$ cat src/rtl/rename_stage_if.sv
// Decode, rename-output and commit signal bundle for rename_stage.
interface rename_stage_if #(
  parameter int PHY_WIDTH = 6,
  parameter int AW        = 5
);
  logic                 flush;
  logic                 stall_rename;
  logic [1:0]           decode_valid;
  logic [AW-1:0]        decode_rs1_0, decode_rs1_1;
  logic [AW-1:0]        decode_rs2_0, decode_rs2_1;
  logic [AW-1:0]        decode_rd_0,  decode_rd_1;
  logic                 decode_rd_we_0, decode_rd_we_1;
  logic                 decode_ready;
  logic [1:0]           rename_valid;
  logic [PHY_WIDTH-1:0] prs1_0, prs1_1, prs2_0, prs2_1;
  logic [PHY_WIDTH-1:0] prd_0, prd_1, old_prd_0, old_prd_1;
  logic [1:0]           commit_valid;
  logic [AW-1:0]        commit_rd_0, commit_rd_1;
  logic [PHY_WIDTH-1:0] commit_prd_0, commit_prd_1;
  logic [PHY_WIDTH-1:0] commit_old_prd_0, commit_old_prd_1;
  logic                 freelist_err;

  modport slave (
    input  flush, stall_rename, decode_valid,
           decode_rs1_0, decode_rs1_1, decode_rs2_0, decode_rs2_1,
           decode_rd_0, decode_rd_1, decode_rd_we_0, decode_rd_we_1,
           commit_valid, commit_rd_0, commit_rd_1,
           commit_prd_0, commit_prd_1, commit_old_prd_0, commit_old_prd_1,
    output decode_ready, rename_valid,
           prs1_0, prs1_1, prs2_0, prs2_1, prd_0, prd_1, old_prd_0, old_prd_1,
           freelist_err
  );

  modport master (
    output flush, stall_rename, decode_valid,
           decode_rs1_0, decode_rs1_1, decode_rs2_0, decode_rs2_1,
           decode_rd_0, decode_rd_1, decode_rd_we_0, decode_rd_we_1,
           commit_valid, commit_rd_0, commit_rd_1,
           commit_prd_0, commit_prd_1, commit_old_prd_0, commit_old_prd_1,
    input  decode_ready, rename_valid,
           prs1_0, prs1_1, prs2_0, prs2_1, prd_0, prd_1, old_prd_0, old_prd_1,
           freelist_err
  );
endinterface

$ cat src/rtl/rename_stage.sv
// Two-wide rename stage: speculative/committed RATs plus circular free list with one-cycle flush recovery.
// Optional free-list consistency checking is built when RENAME_FREELIST_CHECK_EN is defined.
module rename_lane #(
  parameter int ARCH_REGS = 32,
  parameter int PHY_WIDTH = 6,
  parameter int AW        = 5
) (
  input  logic [ARCH_REGS-1:0][PHY_WIDTH-1:0] spec_rat_i,
  input  logic [AW-1:0]                       rs1_i,
  input  logic [AW-1:0]                       rs2_i,
  input  logic [AW-1:0]                       rd_i,
  input  logic                                need_i,
  input  logic [PHY_WIDTH-1:0]                new_prd_i,
  input  logic                                byp_en_i,
  input  logic [AW-1:0]                       byp_rd_i,
  input  logic [PHY_WIDTH-1:0]                byp_prd_i,
  output logic [PHY_WIDTH-1:0]                prs1_o,
  output logic [PHY_WIDTH-1:0]                prs2_o,
  output logic [PHY_WIDTH-1:0]                prd_o,
  output logic [PHY_WIDTH-1:0]                old_prd_o
);
  logic [PHY_WIDTH-1:0] rat_rs1, rat_rs2, rat_rd;

  assign rat_rs1 = (rs1_i == '0) ? '0 : spec_rat_i[rs1_i];
  assign rat_rs2 = (rs2_i == '0) ? '0 : spec_rat_i[rs2_i];
  assign rat_rd  = spec_rat_i[rd_i];

  // an allocating older slot in the same pair overrides the RAT read
  assign prs1_o    = (byp_en_i && rs1_i == byp_rd_i) ? byp_prd_i : rat_rs1;
  assign prs2_o    = (byp_en_i && rs2_i == byp_rd_i) ? byp_prd_i : rat_rs2;
  assign prd_o     = need_i ? new_prd_i : '0;
  assign old_prd_o = !need_i ? '0 :
                     (byp_en_i && rd_i == byp_rd_i) ? byp_prd_i : rat_rd;
endmodule

module rename_stage #(
  parameter int ARCH_REGS = 32,
  parameter int PHY_REGS  = 64,
  parameter int PHY_WIDTH = 6
) (
  input logic           clk,
  input logic           rst,
  rename_stage_if.slave rn_if
);
  localparam int FL_DEPTH  = PHY_REGS - ARCH_REGS;
  localparam int FLW       = $clog2(FL_DEPTH);
  localparam int PTRW      = FLW + 1;
  localparam int AW        = $clog2(ARCH_REGS);
  localparam int NUM_LANES = 2;

  typedef logic [PHY_WIDTH-1:0] preg_t;
  typedef logic [PTRW-1:0]      ptr_t;
  typedef struct packed {
    logic          vld;
    logic          we;
    logic [AW-1:0] rs1;
    logic [AW-1:0] rs2;
    logic [AW-1:0] rd;
  } dec_req_t;
  typedef struct packed {
    logic          vld;
    logic [AW-1:0] rd;
    preg_t         prd;
    preg_t         old_prd;
  } cmt_req_t;
  typedef struct packed {
    preg_t prs1;
    preg_t prs2;
    preg_t prd;
    preg_t old_prd;
  } ren_rsp_t;

  preg_t [ARCH_REGS-1:0] spec_rat_q, spec_rat_d, cmt_rat_q, cmt_rat_d;
  preg_t [FL_DEPTH-1:0]  fl_q, fl_d;
  ptr_t                  spec_head_q, spec_head_d, cmt_head_q, cmt_head_d;
  ptr_t                  tail_q, tail_d, push_ptr, spec_count, alloc_ptr1;

  dec_req_t [NUM_LANES-1:0] dec;
  cmt_req_t [NUM_LANES-1:0] cmt;
  ren_rsp_t [NUM_LANES-1:0] ren_d, ren_q;
  logic     [NUM_LANES-1:0] need, rvld_q;
  preg_t    [NUM_LANES-1:0] new_prd;
  logic     [1:0]           n_alloc;
  logic                     ready, accept;

  assign dec[0] = '{vld: rn_if.decode_valid[0], we: rn_if.decode_rd_we_0,
                    rs1: rn_if.decode_rs1_0, rs2: rn_if.decode_rs2_0, rd: rn_if.decode_rd_0};
  assign dec[1] = '{vld: rn_if.decode_valid[1], we: rn_if.decode_rd_we_1,
                    rs1: rn_if.decode_rs1_1, rs2: rn_if.decode_rs2_1, rd: rn_if.decode_rd_1};
  assign cmt[0] = '{vld: rn_if.commit_valid[0], rd: rn_if.commit_rd_0,
                    prd: rn_if.commit_prd_0, old_prd: rn_if.commit_old_prd_0};
  assign cmt[1] = '{vld: rn_if.commit_valid[1], rd: rn_if.commit_rd_1,
                    prd: rn_if.commit_prd_1, old_prd: rn_if.commit_old_prd_1};

  always_comb begin
    for (int l = 0; l < NUM_LANES; l++)
      need[l] = dec[l].vld && dec[l].we && (dec[l].rd != '0);
  end

  assign n_alloc    = {1'b0, need[0]} + {1'b0, need[1]};
  // wrap bits make tail - head the true occupancy, 0..FL_DEPTH
  assign spec_count = tail_q - spec_head_q;
  assign ready      = !rn_if.stall_rename && !rn_if.flush && (spec_count >= ptr_t'(n_alloc));
  assign accept     = ready && (|rn_if.decode_valid);
  assign rn_if.decode_ready = ready;

  assign alloc_ptr1 = spec_head_q + ptr_t'(need[0]);
  assign new_prd[0] = fl_q[spec_head_q[FLW-1:0]];
  assign new_prd[1] = fl_q[alloc_ptr1[FLW-1:0]];

  for (genvar l = 0; l < NUM_LANES; l++) begin : g_lane
    logic          byp_en;
    logic [AW-1:0] byp_rd;
    preg_t         byp_prd;
    preg_t         prs1, prs2, prd, old_prd;
    if (l == 0) begin : g_oldest
      assign byp_en  = 1'b0;
      assign byp_rd  = '0;
      assign byp_prd = '0;
    end else begin : g_younger
      assign byp_en  = need[l-1];
      assign byp_rd  = dec[l-1].rd;
      assign byp_prd = new_prd[l-1];
    end
    rename_lane #(.ARCH_REGS(ARCH_REGS), .PHY_WIDTH(PHY_WIDTH), .AW(AW)) u_lane (
      .spec_rat_i (spec_rat_q),
      .rs1_i      (dec[l].rs1),
      .rs2_i      (dec[l].rs2),
      .rd_i       (dec[l].rd),
      .need_i     (need[l]),
      .new_prd_i  (new_prd[l]),
      .byp_en_i   (byp_en),
      .byp_rd_i   (byp_rd),
      .byp_prd_i  (byp_prd),
      .prs1_o     (prs1),
      .prs2_o     (prs2),
      .prd_o      (prd),
      .old_prd_o  (old_prd)
    );
    assign ren_d[l] = '{prs1: prs1, prs2: prs2, prd: prd, old_prd: old_prd};
  end

  // commit side: slot 0 is older, so slot 1 lands later in both the RAT and the tail
  always_comb begin
    cmt_rat_d = cmt_rat_q;
    fl_d      = fl_q;
    push_ptr  = tail_q;
    for (int l = 0; l < NUM_LANES; l++) begin
      if (cmt[l].vld) begin
        cmt_rat_d[cmt[l].rd]    = cmt[l].prd;
        fl_d[push_ptr[FLW-1:0]] = cmt[l].old_prd;
        push_ptr                = push_ptr + ptr_t'(1);
      end
    end
  end

  assign tail_d     = push_ptr;
  assign cmt_head_d = cmt_head_q + (push_ptr - tail_q);

  always_comb begin
    spec_rat_d = spec_rat_q;
    if (rn_if.flush) begin
      spec_rat_d = cmt_rat_d;
    end else if (accept) begin
      for (int l = 0; l < NUM_LANES; l++)
        if (need[l]) spec_rat_d[dec[l].rd] = new_prd[l];
    end
  end

  assign spec_head_d = rn_if.flush ? cmt_head_d :
                       accept      ? spec_head_q + ptr_t'(n_alloc) : spec_head_q;

  always_ff @(posedge clk or negedge rst) begin
    if (!rst) begin
      for (int i = 0; i < ARCH_REGS; i++) begin
        spec_rat_q[i] <= preg_t'(i);
        cmt_rat_q[i]  <= preg_t'(i);
      end
      for (int i = 0; i < FL_DEPTH; i++) fl_q[i] <= preg_t'(ARCH_REGS + i);
      spec_head_q <= '0;
      cmt_head_q  <= '0;
      tail_q      <= ptr_t'(FL_DEPTH);
    end else begin
      spec_rat_q  <= spec_rat_d;
      cmt_rat_q   <= cmt_rat_d;
      fl_q        <= fl_d;
      spec_head_q <= spec_head_d;
      cmt_head_q  <= cmt_head_d;
      tail_q      <= tail_d;
    end
  end

  always_ff @(posedge clk or negedge rst) begin
    if (!rst) begin
      rvld_q <= '0;
      ren_q  <= '0;
    end else if (rn_if.flush) begin
      rvld_q <= '0;
    end else if (accept) begin
      rvld_q <= rn_if.decode_valid;
      ren_q  <= ren_d;
    end else if (!rn_if.stall_rename) begin
      rvld_q <= '0;
    end
  end

  assign rn_if.rename_valid = rvld_q;
  assign rn_if.prs1_0    = ren_q[0].prs1;
  assign rn_if.prs2_0    = ren_q[0].prs2;
  assign rn_if.prd_0     = ren_q[0].prd;
  assign rn_if.old_prd_0 = ren_q[0].old_prd;
  assign rn_if.prs1_1    = ren_q[1].prs1;
  assign rn_if.prs2_1    = ren_q[1].prs2;
  assign rn_if.prd_1     = ren_q[1].prd;
  assign rn_if.old_prd_1 = ren_q[1].old_prd;

`ifdef RENAME_FREELIST_CHECK_EN
  logic err_q, err_over, err_occ, err_zero;

  assign err_over = accept && (spec_count < ptr_t'(n_alloc));
  assign err_occ  = (|rn_if.commit_valid) && ((tail_q - cmt_head_q) != ptr_t'(FL_DEPTH));
  assign err_zero = (cmt[0].vld && cmt[0].old_prd == '0) || (cmt[1].vld && cmt[1].old_prd == '0);

  always_ff @(posedge clk or negedge rst) begin
    if (!rst) err_q <= 1'b0;
    else      err_q <= err_q | err_over | err_occ | err_zero;
  end

  always @(posedge clk) begin
    if (rst) begin
      a_over: assert (!err_over) else $warning("rename: allocation beyond free-list occupancy");
      a_occ:  assert (!err_occ)  else $warning("rename: free-list occupancy broken at commit");
      a_zero: assert (!err_zero) else $warning("rename: p0 returned to free list");
    end
  end

  assign rn_if.freelist_err = err_q;
`else
  assign rn_if.freelist_err = 1'b0;
`endif
endmodule

$ cat src/flat_wrapper.sv
// flat-port wrapper written by rule: the top's interface ports become plain ports
module rename_stage_flat 
#(
  parameter int ARCH_REGS = 32,
  parameter int PHY_REGS  = 64,
  parameter int PHY_WIDTH = 6
)
  (clk, rst, rn_if_flush, rn_if_stall_rename, rn_if_decode_valid, rn_if_decode_rs1_0, rn_if_decode_rs1_1, rn_if_decode_rs2_0, rn_if_decode_rs2_1, rn_if_decode_rd_0, rn_if_decode_rd_1, rn_if_decode_rd_we_0, rn_if_decode_rd_we_1, rn_if_commit_valid, rn_if_commit_rd_0, rn_if_commit_rd_1, rn_if_commit_prd_0, rn_if_commit_prd_1, rn_if_commit_old_prd_0, rn_if_commit_old_prd_1, rn_if_decode_ready, rn_if_rename_valid, rn_if_prs1_0, rn_if_prs1_1, rn_if_prs2_0, rn_if_prs2_1, rn_if_prd_0, rn_if_prd_1, rn_if_old_prd_0, rn_if_old_prd_1, rn_if_freelist_err);
  rename_stage_if #(.PHY_WIDTH(PHY_WIDTH), .AW(5)) rn_if_i ();
  input logic clk;
  input logic rst;
  input wire logic [$bits(rn_if_i.flush)-1:0] rn_if_flush;
  input wire logic [$bits(rn_if_i.stall_rename)-1:0] rn_if_stall_rename;
  input wire logic [$bits(rn_if_i.decode_valid)-1:0] rn_if_decode_valid;
  input wire logic [$bits(rn_if_i.decode_rs1_0)-1:0] rn_if_decode_rs1_0;
  input wire logic [$bits(rn_if_i.decode_rs1_1)-1:0] rn_if_decode_rs1_1;
  input wire logic [$bits(rn_if_i.decode_rs2_0)-1:0] rn_if_decode_rs2_0;
  input wire logic [$bits(rn_if_i.decode_rs2_1)-1:0] rn_if_decode_rs2_1;
  input wire logic [$bits(rn_if_i.decode_rd_0)-1:0] rn_if_decode_rd_0;
  input wire logic [$bits(rn_if_i.decode_rd_1)-1:0] rn_if_decode_rd_1;
  input wire logic [$bits(rn_if_i.decode_rd_we_0)-1:0] rn_if_decode_rd_we_0;
  input wire logic [$bits(rn_if_i.decode_rd_we_1)-1:0] rn_if_decode_rd_we_1;
  input wire logic [$bits(rn_if_i.commit_valid)-1:0] rn_if_commit_valid;
  input wire logic [$bits(rn_if_i.commit_rd_0)-1:0] rn_if_commit_rd_0;
  input wire logic [$bits(rn_if_i.commit_rd_1)-1:0] rn_if_commit_rd_1;
  input wire logic [$bits(rn_if_i.commit_prd_0)-1:0] rn_if_commit_prd_0;
  input wire logic [$bits(rn_if_i.commit_prd_1)-1:0] rn_if_commit_prd_1;
  input wire logic [$bits(rn_if_i.commit_old_prd_0)-1:0] rn_if_commit_old_prd_0;
  input wire logic [$bits(rn_if_i.commit_old_prd_1)-1:0] rn_if_commit_old_prd_1;
  output wire logic [$bits(rn_if_i.decode_ready)-1:0] rn_if_decode_ready;
  output wire logic [$bits(rn_if_i.rename_valid)-1:0] rn_if_rename_valid;
  output wire logic [$bits(rn_if_i.prs1_0)-1:0] rn_if_prs1_0;
  output wire logic [$bits(rn_if_i.prs1_1)-1:0] rn_if_prs1_1;
  output wire logic [$bits(rn_if_i.prs2_0)-1:0] rn_if_prs2_0;
  output wire logic [$bits(rn_if_i.prs2_1)-1:0] rn_if_prs2_1;
  output wire logic [$bits(rn_if_i.prd_0)-1:0] rn_if_prd_0;
  output wire logic [$bits(rn_if_i.prd_1)-1:0] rn_if_prd_1;
  output wire logic [$bits(rn_if_i.old_prd_0)-1:0] rn_if_old_prd_0;
  output wire logic [$bits(rn_if_i.old_prd_1)-1:0] rn_if_old_prd_1;
  output wire logic [$bits(rn_if_i.freelist_err)-1:0] rn_if_freelist_err;
  assign rn_if_i.flush = rn_if_flush;
  assign rn_if_i.stall_rename = rn_if_stall_rename;
  assign rn_if_i.decode_valid = rn_if_decode_valid;
  assign rn_if_i.decode_rs1_0 = rn_if_decode_rs1_0;
  assign rn_if_i.decode_rs1_1 = rn_if_decode_rs1_1;
  assign rn_if_i.decode_rs2_0 = rn_if_decode_rs2_0;
  assign rn_if_i.decode_rs2_1 = rn_if_decode_rs2_1;
  assign rn_if_i.decode_rd_0 = rn_if_decode_rd_0;
  assign rn_if_i.decode_rd_1 = rn_if_decode_rd_1;
  assign rn_if_i.decode_rd_we_0 = rn_if_decode_rd_we_0;
  assign rn_if_i.decode_rd_we_1 = rn_if_decode_rd_we_1;
  assign rn_if_i.commit_valid = rn_if_commit_valid;
  assign rn_if_i.commit_rd_0 = rn_if_commit_rd_0;
  assign rn_if_i.commit_rd_1 = rn_if_commit_rd_1;
  assign rn_if_i.commit_prd_0 = rn_if_commit_prd_0;
  assign rn_if_i.commit_prd_1 = rn_if_commit_prd_1;
  assign rn_if_i.commit_old_prd_0 = rn_if_commit_old_prd_0;
  assign rn_if_i.commit_old_prd_1 = rn_if_commit_old_prd_1;
  assign rn_if_decode_ready = rn_if_i.decode_ready;
  assign rn_if_rename_valid = rn_if_i.rename_valid;
  assign rn_if_prs1_0 = rn_if_i.prs1_0;
  assign rn_if_prs1_1 = rn_if_i.prs1_1;
  assign rn_if_prs2_0 = rn_if_i.prs2_0;
  assign rn_if_prs2_1 = rn_if_i.prs2_1;
  assign rn_if_prd_0 = rn_if_i.prd_0;
  assign rn_if_prd_1 = rn_if_i.prd_1;
  assign rn_if_old_prd_0 = rn_if_i.old_prd_0;
  assign rn_if_old_prd_1 = rn_if_i.old_prd_1;
  assign rn_if_freelist_err = rn_if_i.freelist_err;
  rename_stage #(.ARCH_REGS(ARCH_REGS), .PHY_REGS(PHY_REGS), .PHY_WIDTH(PHY_WIDTH)) u_core (.clk(clk), .rst(rst), .rn_if(rn_if_i));
endmodule
$ cat config.mk
export PLATFORM = sky130hd
export DESIGN_NAME = rename_stage_flat
export DESIGN_NICKNAME = d
export VERILOG_FILES = /design/src/rtl/rename_stage_if.sv /design/src/rtl/rename_stage.sv /design/src/flat_wrapper.sv
export SDC_FILE = /design/constraint.sdc
export NUM_CORES = 2
export LEC_CHECK = 0
export ABC_AREA = 1
export CAP_MARGIN = 20
export CORE_ASPECT_RATIO = 0.6
export CORE_MARGIN = 2
export CORE_UTILIZATION = 40
export DETAILED_ROUTE_END_ITERATION = 10
export PLACE_DENSITY_LB_ADDON = 0.05
export REMOVE_ABC_BUFFERS = 1
export SYNTH_ARGS = -nofsm -noshare
export SYNTH_HDL_FRONTEND = slang
export SYNTH_HIERARCHICAL = 1
export SYNTH_SLANG_ARGS = --single-unit
export TNS_END_PERCENT = 50
$ cat constraint.sdc
create_clock -name clk -period 3.95 [get_ports clk]
set_input_delay 0.79 -clock clk [delete_from_list [all_inputs] [get_ports clk]]
set_output_delay 0.79 -clock clk [all_outputs]
set_load 0.01 [all_outputs]
Word level (Yosys, flattened, before mapping). Cells that the tools add are included.

Register bits after elaboration: 644. Bits in latches: 0. Memory bits (writable): 0. ROM bits: 0. Input bits: 74. Output and inout port bits: 52. Logic and storage cells: 229. Memories: 0.

Add/subtract/negate cells: 8. Multiply operators: 0. Divide/modulo/power cells: 0. $lt $le $gt $ge: 19. Eq/ne operators: 4. Shift operators: 0. Mux-type cells: 62. Bitwise logic cells: 1. Reductions and logical operators: 27.

Operators with widths (count): $mux W192 (10); $bwmux W192 (6); $bmux W6 S5 (8); $demux W6 S5 (6); $mux W6 (29); $lt A5 B6 Y1 const B (12); $ge A5 B1 Y1 const B (6); $logic_not A5 Y1 (4); $logic_and A1 B1 Y1 (16); $eq A5 B5 Y1 (3); $add A6 B1 Y6 const B (2); $sub A6 B6 Y6 (2); $reduce_bool A5 Y1 (2); $add A6 B2 Y6 (1); $add A6 B6 Y6 (1); $ge A6 B2 Y1 (1); $mux W2 (3); $add A5 B1 Y5 (1); $ne A3 B2 Y1 const B (1); $add A1 B1 Y2 (1); $logic_not A1 Y1 (2); $reduce_and A2 Y1 (1); $reduce_bool A2 Y1 (1); $reduce_or A2 Y1 (1); $not A1 Y1 (1).

Longest topological paths before layout.
Depth after elaboration: 12. Mapped depth: 22. Depth with buffers taken out: 22.

Modules after synthesis. The synthesis kept the hierarchy.

By module, submodules not included: rename_stage (times used 1, cells each 6188, area an instance 40797.9 µm², seq. area each 16457.0 µm²); rename_lane at u_core.g_lane[1].u_lane (times used 1, cells each 1367, area an instance 6293.5 µm², seq. area each 0.0 µm²); rename_lane at u_core.g_lane[0].u_lane (times used 1, cells each 1365, area an instance 6145.9 µm², seq. area each 0.0 µm²).

Least setup slack after synthesis. No wires, ideal clock.

Path type: input -> register. Start: input port rn_if_commit_valid[0]. End: register u_core.spec_head_q[5]. Setup time: 0.077 ns. Data arrival time: 3.655 ns. Required time: 3.873 ns. Setup slack: 0.217 ns. Stages on the path: 21. Buffers on the path: 2. Path through: buf_4 nand2_1 nor2_2 nand2_1 o211ai_1 nand2_1 nor2_1 nand2_1 clkbuf_1 nand2_1 inv_1 fa_1 inv_1 ha_1 inv_1 nor2_1 nor2_1 xor2_1 xnor2_1 nand2_1 a21oi_1.

Longest elaborated chain between the ends: 6.

Ends and longest elaborated chain: start: declaration (RTL line flat_wrapper.sv:23) `input wire logic [$bits(rn_if_i.commit_valid)-1:0] rn_if_commit_valid;`; $mux W6 * (RTL line rename_stage.sv:149) `if (cmt[l].vld) begin`; $add A6 B1 Y6 (RTL line rename_stage.sv:152) `push_ptr = push_ptr + ptr_t'(1);`; $mux W6 * (RTL line rename_stage.sv:149); net u_core.push_ptr[4] (RTL line rename_stage.sv:76) `ptr_t tail_q, tail_d, push_ptr, spec_count, alloc_ptr1;`; $sub A6 B6 Y6 * (RTL line rename_stage.sv:158) `assign cmt_head_d = cmt_head_q + (push_ptr - tail_q);`; $add A6 B6 Y6 * (RTL line rename_stage.sv:158); net u_core.cmt_head_d[5] (RTL line rename_stage.sv:75) `ptr_t spec_head_q, spec_head_d, cmt_head_q, cmt_head_d;`; $mux W6 * (RTL line rename_stage.sv:170) `assign spec_head_d = rn_if.flush ? cmt_head_d :`; end signal: assignment (RTL line rename_stage.sv:187) `spec_head_q <= spec_head_d;`; end: declaration (RTL line rename_stage.sv:75).

Mark *: on every way through the listed nets, which the timed path passes. The rest lies on a longest branch. A chain may end at the register's enable or synchronous reset.

Worst setup path in the final report.
Start: input port rn_if_decode_rd_0[3]. End: output port rn_if_decode_ready.

Longest elaborated chain between the ends: 5.

Ends and longest elaborated chain: start: declaration (RTL line flat_wrapper.sv:19) `input wire logic [$bits(rn_if_i.decode_rd_0)-1:0] rn_if_decode_rd_0;`; $reduce_bool A5 Y1 (RTL line rename_stage.sv:97) `need[l] = dec[l].vld && dec[l].we && (dec[l].rd != '0);`; $logic_and A1 B1 Y1 (RTL line rename_stage.sv:97); $add A1 B1 Y2 (RTL line rename_stage.sv:100) `assign n_alloc = {1'b0, need[0]} + {1'b0, need[1]};`; $ge A6 B2 Y1 (RTL line rename_stage.sv:103) `assign ready = !rn_if.stall_rename && !rn_if.flush && (spec_count >= ptr_t'(n_alloc));`; $logic_and A1 B1 Y1 (RTL line rename_stage.sv:103); end: declaration (RTL line flat_wrapper.sv:30) `output wire logic [$bits(rn_if_i.decode_ready)-1:0] rn_if_decode_ready;`.

Every way passes these cells.

==> out/qor.txt <==
Outcome = finished clean
Via-to-Cell Ratio = 5.88
Share of cells above drive strength 1 = 10.7%
Worst Tran Pin Value = 1.22 ns
Commonest non-fill, non-tap cell in the layout = nand2_1
Psw = 0.0225 W
Final worst-path cycle share = 98.0%
Setup violators final = 0
H-tree levels = 3
Commonest cells after routing, fill and taps aside = nand2_1 (3179), inv_1 (1000), o21ai_0 (995), nand3_1 (947), a21oi_1 (537)
CTS Hold Bufs = 0
Clock power frac = 17.7%
Max_cap viols = 0
Die W = 475 microns
# rows = 103
Buffers on Ports = 124
Ys async rst share = 100%
Initial Util = 40.4%
CP arrival = 3.08 ns
Routed WL = 293000 microns
Crit-path cells = clkdlybuf4s50_1 > nor2_4 > nand3_4 > nand2_4 > xor2_1 > buf_4 > ha_1 > o21ai_1 > nand3_1 > nor2_1 > nand3_2 > nand2_2 > inv_1 > buf_2
Slew headroom = 18.7%
Clk_lat worst skew = 0.69 ns
Met3 GRT Util = 18.9%
Core ar. = 132000 sq um
Met1 Use GR = 61.9%
Critical path's slowest cell = clkdlybuf4s50_1
Fillers = 13900
Die area = 136000 sq um
Logic pwr share = 54.1%
CTS root buf = clkbuf_16
Sequential Power Share = 28.1%
Vias = 63600
Crit Path Class = in -> out
Synthesized netlist cell count = 8920
Highest net fanout along the worst path = 3
First-pass GRT wire length = 417000 microns
Storage cell area = 16500 sq um
I/O Pins = 126
Hold Vio Cnt, Final = 0
Post-synth top flop = dfrtp_1
Worst Setup Start Kind = input pin
Min cycle time layout = 3.87 ns
Netlist cell types = 46
CTS Buf Count = 73
YS warnings = 6
DRC = 0
Sw frac = 51.1%
Hold crit path type = in -> async
Die Y-Extent = 287 microns
Mapped cell area = 53200 sq um
Fmax = 0.258 GHz
First drt pass iteration count = 7
CTS Sinks = 644
Area Overhead vs Synth = 14.3%
P_int = 0.0215 W
Worst hold margin = 0.115 ns
Drt first-iter violations = 10300
Vias in the first global route = 56700
Wire per inst = 27.1 microns
Peak supply drop = 0.000931 V
Critical Path Sink Type = output pin
Total Nets Final = 9069
CP bufs+invs = 4
GR Util met2 = 53.1%
Required @ worst endpoint = 3.16 ns
Multi-input logic area = 30000 sq um
Clock tree from TritonCTS = built
Maximum number of pins on one net before global-route repair = 146
Post-route ant nets = 0
Initial antenna violation count = 17
Busiest grt layer = met1
PwrDens = 722 nW/um^2
Number of synthesized flops with an enable pin = 0
Total GRT Usage = 42.0%
Core Util, Final = 46.2%
Post-Route Skew = 0.0393 ns
Crit-path max cell delay = 0.46 ns
Gr ovfl total = 0
Family with the most delay on the worst path = simple AND/OR/NAND/NOR gates
Register bit total from synthesis = 644
Final slew viol count = 0
Final HPWL DP = 212000 microns
RSZ-0062 raised after global routing = false
Clock buffer depth = 3
Register clock-pin slew on the reported worst setup and hold paths = 0.06 ns
LEAKAGE = 28.0 nW
Post-synthesis sequential area ratio = 30.9%
Gpl congestion = 1.09
Avg Synthesized Cell Area = 5.97 sq um
-- flip-flops by register name, summed over array words and instances, names as in the netlist --
signal and cells:
u_core/spec_head_q 6, u_core/tail_q 6, u_core/rn_if.rename_valid 2, u_core/rn_if.old_prd_0 6, u_core/rn_if.prs2_0 6, u_core/spec_rat_q 192, u_core/cmt_head_q 6, u_core/rn_if.prs1_1 6
u_core/rn_if.prd_1 6, u_core/fl_q 192, u_core/rn_if.old_prd_1 6, u_core/cmt_rat_q 192, u_core/rn_if.prs1_0 6, u_core/rn_if.prd_0 6, u_core/rn_if.prs2_1 6
-- Yosys cell counts, types with 4 or more instances --
cell type	instances	area share [%]
a31oi_1	126	1.5
inv_1	1005	7.1
nand3b_1	7	0.099
buf_6	42	0.89
fa_1	7	0.26
clkbuf_1	351	2.5
dfstp_2	273	13
nor3_2	8	0.15
buf_1	24	0.17
xnor2_1	9	0.15
nor2_4	5	0.11
nor2_1	361	2.5
nand3_1	948	8.9
nor3_1	33	0.31
ha_1	24	0.56
a21oi_1	537	5.0
nand4_1	16	0.19
nand2_2	9	0.11
clkbuf_2	4	0.038
nor2_2	5	0.059
nand2_1	3184	22
xor2_1	17	0.28
dfrtp_1	371	17
inv_2	23	0.16
o211ai_1	113	1.6
o22ai_1	86	1.0
o21ai_0	996	9.4
nand3_2	12	0.23
o21ai_1	59	0.55
buf_4	25	0.35
o21a_1	11	0.16
buf_2	207	1.9
-- logic make-up after synthesis --
group / synth area share (%)
other: 0.00704
buffers and inverters: 13.2
xor gates and xnor gates: 0.428
adders and majority gates: 0.827
DFF: 30.9
and+or+nand+nor: 35.4
AOI/OAI and AO/OA: 19.3
-- what timing repair did --
item,4_1_cts,5_1_grt
resized for setup,14,6
endpoints found under the hold margin,0,0
endpoints found under the setup margin,105,1
setup buffers,2,1
pin swaps,10,11
-- final timing paths --
path	from	end	slack [ns]	depth (start not counted)
setup / recovery	rn_if_decode_rd_0[3]	rn_if_decode_ready	0.08	14
hold / removal	rst	u_core/fl_q[36]	0.12	1
setup reg to reg	u_core/spec_head_q[0]	u_core/spec_rat_q[128]	0.26	12
hold reg to reg	u_core/rn_if.prd_0[2]	u_core/rn_if.prd_0[2]	0.48	2
max in group asynchronous	rst	u_core/spec_rat_q[92]	2.81	2
min in group clk	u_core/rn_if.prd_0[2]	u_core/rn_if.prd_0[2]	0.48	2
-- per-layer routing --
layer,part of all wire (%),up-vias
met5,0.15,-
met3,16,523
met2,37,4218
met1,44,30200
met4,3.5,14
li1,-,28700
-- through the flow --
step	power, W	TNS, ns	cell area, sq um	instances	setup WS, ns
floorplan	0.0222	-1756.63	50300	8307	-7.98
global placement	0.0346	-176.08	58100	10700	-1.00
detailed placement	0.0348	-166.56	58100	10700	-0.947
CTS	0.0427	0	60800	10800	0.00211
global route	0.0458	0	60800	10800	0.00385
finish	0.0439	0	60800	10800	0.0774
-- power by group through the flow --
stage / clock network [W] / registers (W) / logic [W]
6_report: 0.00780 / 0.0124 / 0.0238
5_1_grt: 0.00814 / 0.0125 / 0.0252
4_1_cts: 0.00789 / 0.0122 / 0.0226
3_5_place_dp: 0 / 0.0123 / 0.0225
3_3_place_gp: 0 / 0.0123 / 0.0224
2_1_floorplan: 0 / 0.0112 / 0.0110
-- final cells by class --
class                   count  share of cell area (%)
clock buffers             108                    3.57
clock inverters            26                   0.705
flip-flops and latches    644                    27.1
diodes                      6                  0.0247
well taps                1785                    3.67
repair buffers            582                    9.23
multi-input cells        6630                    49.4
inverters                1033                    6.38
Note: power is estimated with default switching activity, not from simulation.
